[src/rtl/cmd_processor_nm.sv]
// cmd_processor_nm: debounced load/start buttons drive serial commands to one of N bus masters with ack/timeout handling
module cmd_processor_nm #(
    parameter int DATA_WIDTH = 8,
    parameter int LANE_WIDTH = 2,
    parameter int NUM_MASTERS = 2,
    parameter int DEBOUNCE = 4,
    parameter int TIMEOUT = 16,
    localparam int SEL_WIDTH = NUM_MASTERS > 1 ? $clog2(NUM_MASTERS) : 1
) (
    input  logic                              clk,
    input  logic                              reset,
    input  logic [DATA_WIDTH-1:0]             switch,
    input  logic                              btn_mode,
    input  logic                              btn_load,
    input  logic                              btn_start,
    input  logic [SEL_WIDTH-1:0]              master_sel,
    input  logic [NUM_MASTERS-1:0]            m_ack,
    input  logic [NUM_MASTERS*DATA_WIDTH-1:0] m_rdata,
    output logic [NUM_MASTERS-1:0]            m_valid,
    output logic                              m_rw,
    output logic [LANE_WIDTH-1:0]             m_lane,
    output logic [DATA_WIDTH-1:0]             rdata,
    output logic                              loaded,
    output logic                              busy,
    output logic                              done,
    output logic                              err
);
  localparam int BEATS = DATA_WIDTH / LANE_WIDTH;
  localparam int BW = BEATS > 1 ? $clog2(BEATS) : 1;
  localparam int TW = TIMEOUT > 1 ? $clog2(TIMEOUT) : 1;
  localparam int DW = $clog2(DEBOUNCE + 2);
  localparam logic [BW-1:0] LAST_BEAT = BW'(BEATS - 1);
  localparam logic [TW-1:0] LAST_TICK = TW'(TIMEOUT - 1);
  localparam logic [SEL_WIDTH:0] SEL_LIMIT = (SEL_WIDTH + 1)'(NUM_MASTERS);
  localparam logic [DW-1:0] PRESS = DW'(DEBOUNCE);
  localparam logic [DW-1:0] HELD = DW'(DEBOUNCE + 1);
  typedef enum logic [2:0] {IDLE, LOADED, SHIFT, WAIT_ACK, DONE} state_t;
  state_t state;
  logic [1:0] btn;
  logic [1:0] press;
  logic [DATA_WIDTH-1:0] shreg;
  logic rw;
  logic [SEL_WIDTH-1:0] sel;
  logic [BW-1:0] beat;
  logic [TW-1:0] tmr;
  logic sel_ok;
  assign btn = {btn_start, btn_load};
  assign sel_ok = {1'b0, master_sel} < SEL_LIMIT;
  genvar i;
  for (i = 0; i < 2; i++) begin : g_db
    logic [DW-1:0] cnt;
    always_ff @(posedge clk)
      if (reset) cnt <= '0;
      else cnt <= !btn[i] ? '0 : cnt == HELD ? HELD : cnt + 1'b1;
    assign press[i] = cnt == PRESS;
  end
  always_ff @(posedge clk)
    if (reset) begin
      state <= IDLE;
      shreg <= '0;
      rw <= 1'b0;
      sel <= '0;
      beat <= '0;
      tmr <= '0;
      m_valid <= '0;
      m_rw <= 1'b0;
      m_lane <= '0;
      rdata <= '0;
      loaded <= 1'b0;
      busy <= 1'b0;
      done <= 1'b0;
      err <= 1'b0;
    end else
      case (state)
        IDLE, LOADED:
          if (press[0]) begin
            if (sel_ok) begin
              shreg <= switch;
              rw <= btn_mode;
              sel <= master_sel;
              loaded <= 1'b1;
              err <= 1'b0;
              state <= LOADED;
            end else err <= 1'b1;
          end else if (press[1] && state == LOADED) begin
            state <= SHIFT;
            busy <= 1'b1;
            loaded <= 1'b0;
            beat <= '0;
            m_valid <= NUM_MASTERS'(1) << sel;
            m_rw <= rw;
            m_lane <= shreg[DATA_WIDTH-1 -: LANE_WIDTH];
            shreg <= shreg << LANE_WIDTH;
          end
        SHIFT:
          if (beat == LAST_BEAT) begin
            m_valid <= '0;
            m_rw <= 1'b0;
            m_lane <= '0;
            tmr <= '0;
            state <= WAIT_ACK;
          end else begin
            beat <= beat + 1'b1;
            m_lane <= shreg[DATA_WIDTH-1 -: LANE_WIDTH];
            shreg <= shreg << LANE_WIDTH;
          end
        WAIT_ACK:
          if (m_ack[sel]) begin
            if (!rw) rdata <= m_rdata[sel*DATA_WIDTH +: DATA_WIDTH];
            err <= 1'b0;
            done <= 1'b1;
            busy <= 1'b0;
            state <= DONE;
          end else if (tmr == LAST_TICK) begin
            err <= 1'b1;
            done <= 1'b1;
            busy <= 1'b0;
            state <= DONE;
          end else tmr <= tmr + 1'b1;
        DONE: begin
          done <= 1'b0;
          state <= IDLE;
        end
        default: state <= IDLE;
      endcase
endmodule
[config.mk]
export PLATFORM = sky130hd
export DESIGN_NAME = cmd_processor_nm
export DESIGN_NICKNAME = d
export VERILOG_FILES = /design/src/rtl/cmd_processor_nm.sv
export SDC_FILE = /design/constraint.sdc
export NUM_CORES = 1
export LEC_CHECK = 0
export BUFFER_PORTS_ARGS = -buffer_cell sky130_fd_sc_hd__buf_2
export CAP_MARGIN = 20
export CORE_AREA = 2 2 67 69
export DETAILED_ROUTE_END_ITERATION = 10
export DIE_AREA = 0 0 69 71
export PLACE_DENSITY = 0.73
export SKIP_CTS_REPAIR_TIMING = 1
export SYNTH_ARGS = -nofsm -noshare
export SYNTH_HDL_FRONTEND = slang
export SYNTH_SLANG_ARGS = --single-unit
[constraint.sdc]
create_clock -name clk -period 1.8 [get_ports clk]
set_input_delay 0.45 -clock clk [delete_from_list [all_inputs] [get_ports clk]]
set_output_delay 0.45 -clock clk [all_outputs]
set_load 0.02 [all_outputs]
# [Word level (Yosys, flattened, before mapping)]
# Cells that the tools add are included.
[totals] reg_bits=42 in_bits=32 out_inout_bits=17
[classes] add_sub_neg=4 n_lt_le_gt_ge=1 n_eq_ne=19 shift=2 n_mux=47 bitwise=3 reduce_logical=24
[op_table] operator="8-bit two-way mux" n=3
[op_table] operator="3-bit two-way mux" n=7
[op_table] operator="2-bit two-way mux" n=9
[op_table] operator="8-bit case mux with 2 select lines" n=1
[op_table] operator="4-bit AND reduction" n=4
[op_table] operator="16-bit by 5-bit indexed part select with 8-bit output" n=1
[op_table] operator="3-bit equality test, second input constant" n=5
[op_table] operator="1-bit two-way mux" n=15
[op_table] operator="3-bit AND reduction" n=5
[op_table] operator="2-bit inequality test, second input constant" n=7
[op_table] operator="4-bit two-way mux" n=3
[op_table] operator="2-bit case mux with 2 select lines" n=3
[op_table] operator="2-bit nonzero test" n=5
[op_table] operator="3-bit case mux with 3 select lines" n=1
[op_table] operator="1-bit case mux with 2 select lines" n=4
[op_table] operator="4-bit case mux with 2 select lines" n=1
[op_table] operator="3-bit by 1-bit adder with 3-bit output, second input constant" n=2
[op_table] operator="3-bit by 2-bit equality test with 1-bit output, second input constant" n=2
[op_table] operator="3-bit inequality test, second input constant" n=2
[op_table] operator="2-bit AND reduction" n=3
[op_table] operator="2-bit OR reduction" n=3
[op_table] operator="3-bit OR reduction" n=2
[op_table] operator="4-bit by 1-bit adder with 4-bit output, second input constant" n=1
[op_table] operator="4-bit equality test, second input constant" n=1
[op_table] operator="other kinds (8)" n=10

# [Logic depth before layout (Yosys ltp)]
[logic_depth] depth_word=5 depth_mapped=7

# [Least setup slack after synthesis]
# No wires, ideal clock.
[synth_timing] path_kind="flip-flop to flip-flop" startpoint="reg g_db[1].cnt[0]" endpoint="reg shreg[0]" setup_ns=0.133 arrival_time_ns=1.483 required_ns=1.668 path_slack_ns=0.184 path_stages_with_launch=8 path_cell_list="dfxtp_1 -> inv_1 -> ha_1 -> and3_1 -> o311a_1 -> buf_2 -> nand3_1 -> a21oi_1"
[synth_via] elab_chain_cells=4
[synth_lines] item="start, declared" line_no="51" rtl="logic [DW-1:0] cnt;"
[synth_lines] item="start signal, assigned" line_no="54" rtl="else cnt <= !btn[i] ? '0 : cnt == HELD ? HELD : cnt + 1'b1;"
[synth_lines] item="3-bit equality test" line_no="55" rtl="assign press[i] = cnt == PRESS;"
[synth_lines] item="1-bit logical AND" line_no="85" rtl="end else if (press[1] && state == LOADED) begin"
[synth_lines] item="3-bit inequality test (no line)"
[synth_lines] item="3-bit AND reduction (no line)"
[synth_lines] item="end signal, assigned" line_no="78" rtl="shreg <= switch;"
[synth_lines] item="end signal, assigned" line_no="93" rtl="shreg <= shreg << LANE_WIDTH;"
[synth_lines] item="end signal, assigned" line_no="105" rtl="shreg <= shreg << LANE_WIDTH;"
[synth_lines] item="end, declared" line_no="41" rtl="logic [DATA_WIDTH-1:0] shreg;"
# No other way between the ends.
# A chain may end at the register's enable or synchronous reset.

# [Worst setup path after layout]
[layout_timing] startpoint="reg tmr[0]" endpoint="reg tmr[1]"
[layout_via] elab_chain_cells=4 elab_cells_between_ends=7 cone_classes="add/sub: 1; eq/ne: 2; mux: 3; reduce/logical: 1"
[layout_lines] item="start, declared" line_no="45" rtl="logic [TW-1:0] tmr;"
[layout_lines] item="start signal, assigned" line_no="119" rtl="end else tmr <= tmr + 1'b1;"
[layout_lines] item="4-bit by 1-bit adder with 4-bit output" line_no="119"
[layout_lines] item="4-bit two-way mux" line_no="114" rtl="end else if (tmr == LAST_TICK) begin"
[layout_lines] item="4-bit two-way mux" line_no="108" rtl="if (m_ack[sel]) begin"
[layout_lines] item="4-bit case mux with 2 select lines" line_no="74" rtl="case (state)"
# Parallel ways exist; a longest one is shown, timed or not. The select of a mux whose other input is x is not followed.

==> impl_metrics.env <==
export IMPL_outcome="complete, no violations"
export IMPL_hold_path_depth=3
export IMPL_cp_data_required_time_ns=2.03
export IMPL_grt_pass1_wl_um=7270
export IMPL_layout_nets=317
export IMPL_cts_made_buffers=5
export IMPL_final_cell_mix="buf_2 (48), dfxtp_1 (42), nor2_1 (29), mux2i_1 (19), a21oi_1 (17)"
export IMPL_seq_area_sq_um=841
export IMPL_min_path_type="input port to flop"
export IMPL_total_power_uw=1920
export IMPL_area_growth_pct=25.1
export IMPL_r2r_setup_slack_ns=0.10
export IMPL_ios=49
export IMPL_max_stage_delay_ns=0.38
export IMPL_fmax_mhz=589
export IMPL_dp_hpwl_um=3170
export IMPL_drt_total_wl_um=4290
export IMPL_grt_pass1_vias=1605
export IMPL_min_to="rw"
export IMPL_synth_ff_type="dfxtp_1"
export IMPL_slew_headroom_pct=61.8
export IMPL_syn_area_sq_um=2000
export IMPL_die_h_um=71
export IMPL_ys_ff_latch=42
export IMPL_setup_tns_final_ns=0
export IMPL_post_route_period_util_pct=94.3
export IMPL_finalWorstSetupSlack_ns=0.103
export IMPL_worstHoldStart="btn_mode"
export IMPL_path_class="flop to flop"
export IMPL_layout_drive_gt1_share_pct=27.7
export IMPL_rr_worst_depth=6
export IMPL_antennaDiodeCount=0
export IMPL_synth_edff_count=0
export IMPL_final_common_cell="buf_2"
export IMPL_worst_pin_slew_ns=0.572
export IMPL_grt_usage_pct=18.5
export IMPL_layout_min_cycle_time_ns=1.70
export IMPL_reg2reg_to="tmr[1]"
export IMPL_rows=24
export IMPL_syn_num_nets=260
export IMPL_ys_warn_count=0
export IMPL_rsz0062_at_grt="no"
export IMPL_synth_yosys_seq_area_share_pct=42.0
export IMPL_setup_viol=0
export IMPL_via_per_inst=5.25
export IMPL_initial_core_util_pct=47.6
export IMPL_cts_buffer_depth=2
export IMPL_core_sq_um=4200
export IMPL_place_gp_congestion=0.827
export IMPL_cts_clk_slew_worst_paths_ns=0.09
export IMPL_multi_input_area_sq_um=1090
export IMPL_overflow=0
export IMPL_ys_types=42
export IMPL_vias=1732
export IMPL_vdd_drop_max_uv=667
export IMPL_maxSlewViolCount=0
export IMPL_numPortBuffers=48
export IMPL_path_cells="ha_1 -> and4_1 -> a2111oi_4 -> buf_4 -> nand3_1 -> a21oi_1"
export IMPL_cap_viol_max_count=0
export IMPL_crit_arrival_ns=1.93
export IMPL_grt_max_degree=19
export IMPL_wl_per_cell_um=13.0
export IMPL_hold_viol_final=0
export IMPL_cp_slowest_cell="a2111oi_4"
export IMPL_post_place_ws_ns=0.0253
export IMPL_dr_pass1_iters=4
export IMPL_cts_root_buf="clkbuf_8"
export IMPL_cts_tree="yes"
export IMPL_cp_end_kind="flop"
export IMPL_cp_max_fo=4
export IMPL_fp_dieArea_sq_um=4900
export IMPL_numClockSinks=42
export IMPL_p_per_area_nw_per_um2=768
export IMPL_drtIter0Drc=55
export IMPL_worstSkewPairLatency_ns=0.30
export IMPL_antenna_found_initial=0
export IMPL_fill_cells=379
export IMPL_synthArstFlopShare_pct=0
export IMPL_syn_area_per_cell_sq_um=9.09
export IMPL_post_route_drc_count=0
export IMPL_skew_ns=0.00931
export IMPL_timing_rr_start="tmr[0]"
export IMPL_startpoint_type="flop"
export IMPL_leakage_uw=0.000993
export IMPL_final_antenna_net_count=0
export IMPL_fp_dieW_um=69
export IMPL_h_tree_depth=2
export IMPL_syn_inst=220
==> cell type report <==
type,count,share of cell area (%)
multi-input combinational,160,43.6
sequential,42,33.6
timing repair buffer,62,13.8
clock buffer,5,2.75
clock inverter,3,2.75
tap,52,2.60
inverter,6,0.900
==> state kept, by name (all words and copies together), names as in the netlist <==
signal,flops
state,3
rw,1
busy,1
rdata,8
sel,1
tmr,4
m_valid,2
err,1
m_lane,2
g_db.cnt,6
m_rw,1
loaded,1
beat,2
shreg,8
done,1
==> Yosys cell counts, drive strengths merged (3+ instances only) <==
cell type / count / share of area (%)
and3: 3 / 0.94
dfxtp: 42 / 42
mux2i: 19 / 9.5
inv: 6 / 1.1
buf: 7 / 1.9
ha: 8 / 5.0
a21oi: 17 / 4.3
or3: 3 / 0.94
clkbuf: 5 / 0.94
nor2: 30 / 5.8
nand2: 13 / 2.4
nand2b: 11 / 3.4
a211oi: 16 / 6.0
nor3: 4 / 1.0
o21ai: 5 / 1.3
nand3: 5 / 1.3
==> per-stage QoR <==
| stage | cell area, sq um | cells | util (%) | hold slack [ns] |
|---|---|---|---|---|
| final | 2500 | 330 | 59.6 | 0.385 |
| after global routing | 2500 | 330 | 59.6 | 0.396 |
| after CTS | 2490 | 330 | 59.3 | 0.386 |
| after detailed placement | 2350 | 322 | 56.0 | 0.462 |
| after global placement | 2350 | 322 | 56.0 | 0.453 |
| after floorplan | 2000 | 220 | - | 0.438 |
==> kinds of logic after synthesis <==
family                     count (synthesis)  share of synthesized area, %
adders and majority gates                  8                          5.00
DFF                                       42                          42.0
buffers and inverters                     18                          3.94
xor gates and xnor gates                   1                         0.438
AOI/OAI and AO/OA                         49                          17.0
and+or+nand+nor                           82                          21.3
muxes                                     20                          10.3
==> critical path, delay by kind of cell (launching register included) <==
family                   cells  cell delay [ns]
AO/OA/AOI/OAI                2             0.52
flip-flops                   1             0.34
AND/OR/NAND/NOR              2             0.33
adder cells (fa/ha/maj)      1             0.26
buffers and inverters        1             0.19
==> worst max-delay path by stage <==
stage	startpoint	endpoint	cells past startpoint	slack, ns
5_1_grt	g_db[0].cnt[0]	m_lane[1]	7	0.004
2_1_floorplan	g_db[1].cnt[0]	shreg[0]	7	0.18
6_report	tmr[0]	tmr[1]	6	0.10
4_1_cts	g_db[1].cnt[0]	shreg[0]	6	0.02
3_3_place_gp	m_ack[0]	tmr[1]	6	0.09
3_5_place_dp	g_db[1].cnt[0]	shreg[0]	6	0.03
==> where the power goes <==
part	internal, uW	switching (uW)
Clock	556	340
Combinational	46.4	43.0
Sequential	933	4.44
==> per-layer routing <==
layer  track usage [%]  up-vias  routed length [um]
met2              29.5       48                1920
met4              7.19        0                  67
met3              6.41        4                 271
met5                 0        -                   0
li1                  -      902                   -
met1              23.0      778                2030
No activity file was read; power rests on OpenSTA's default activity.
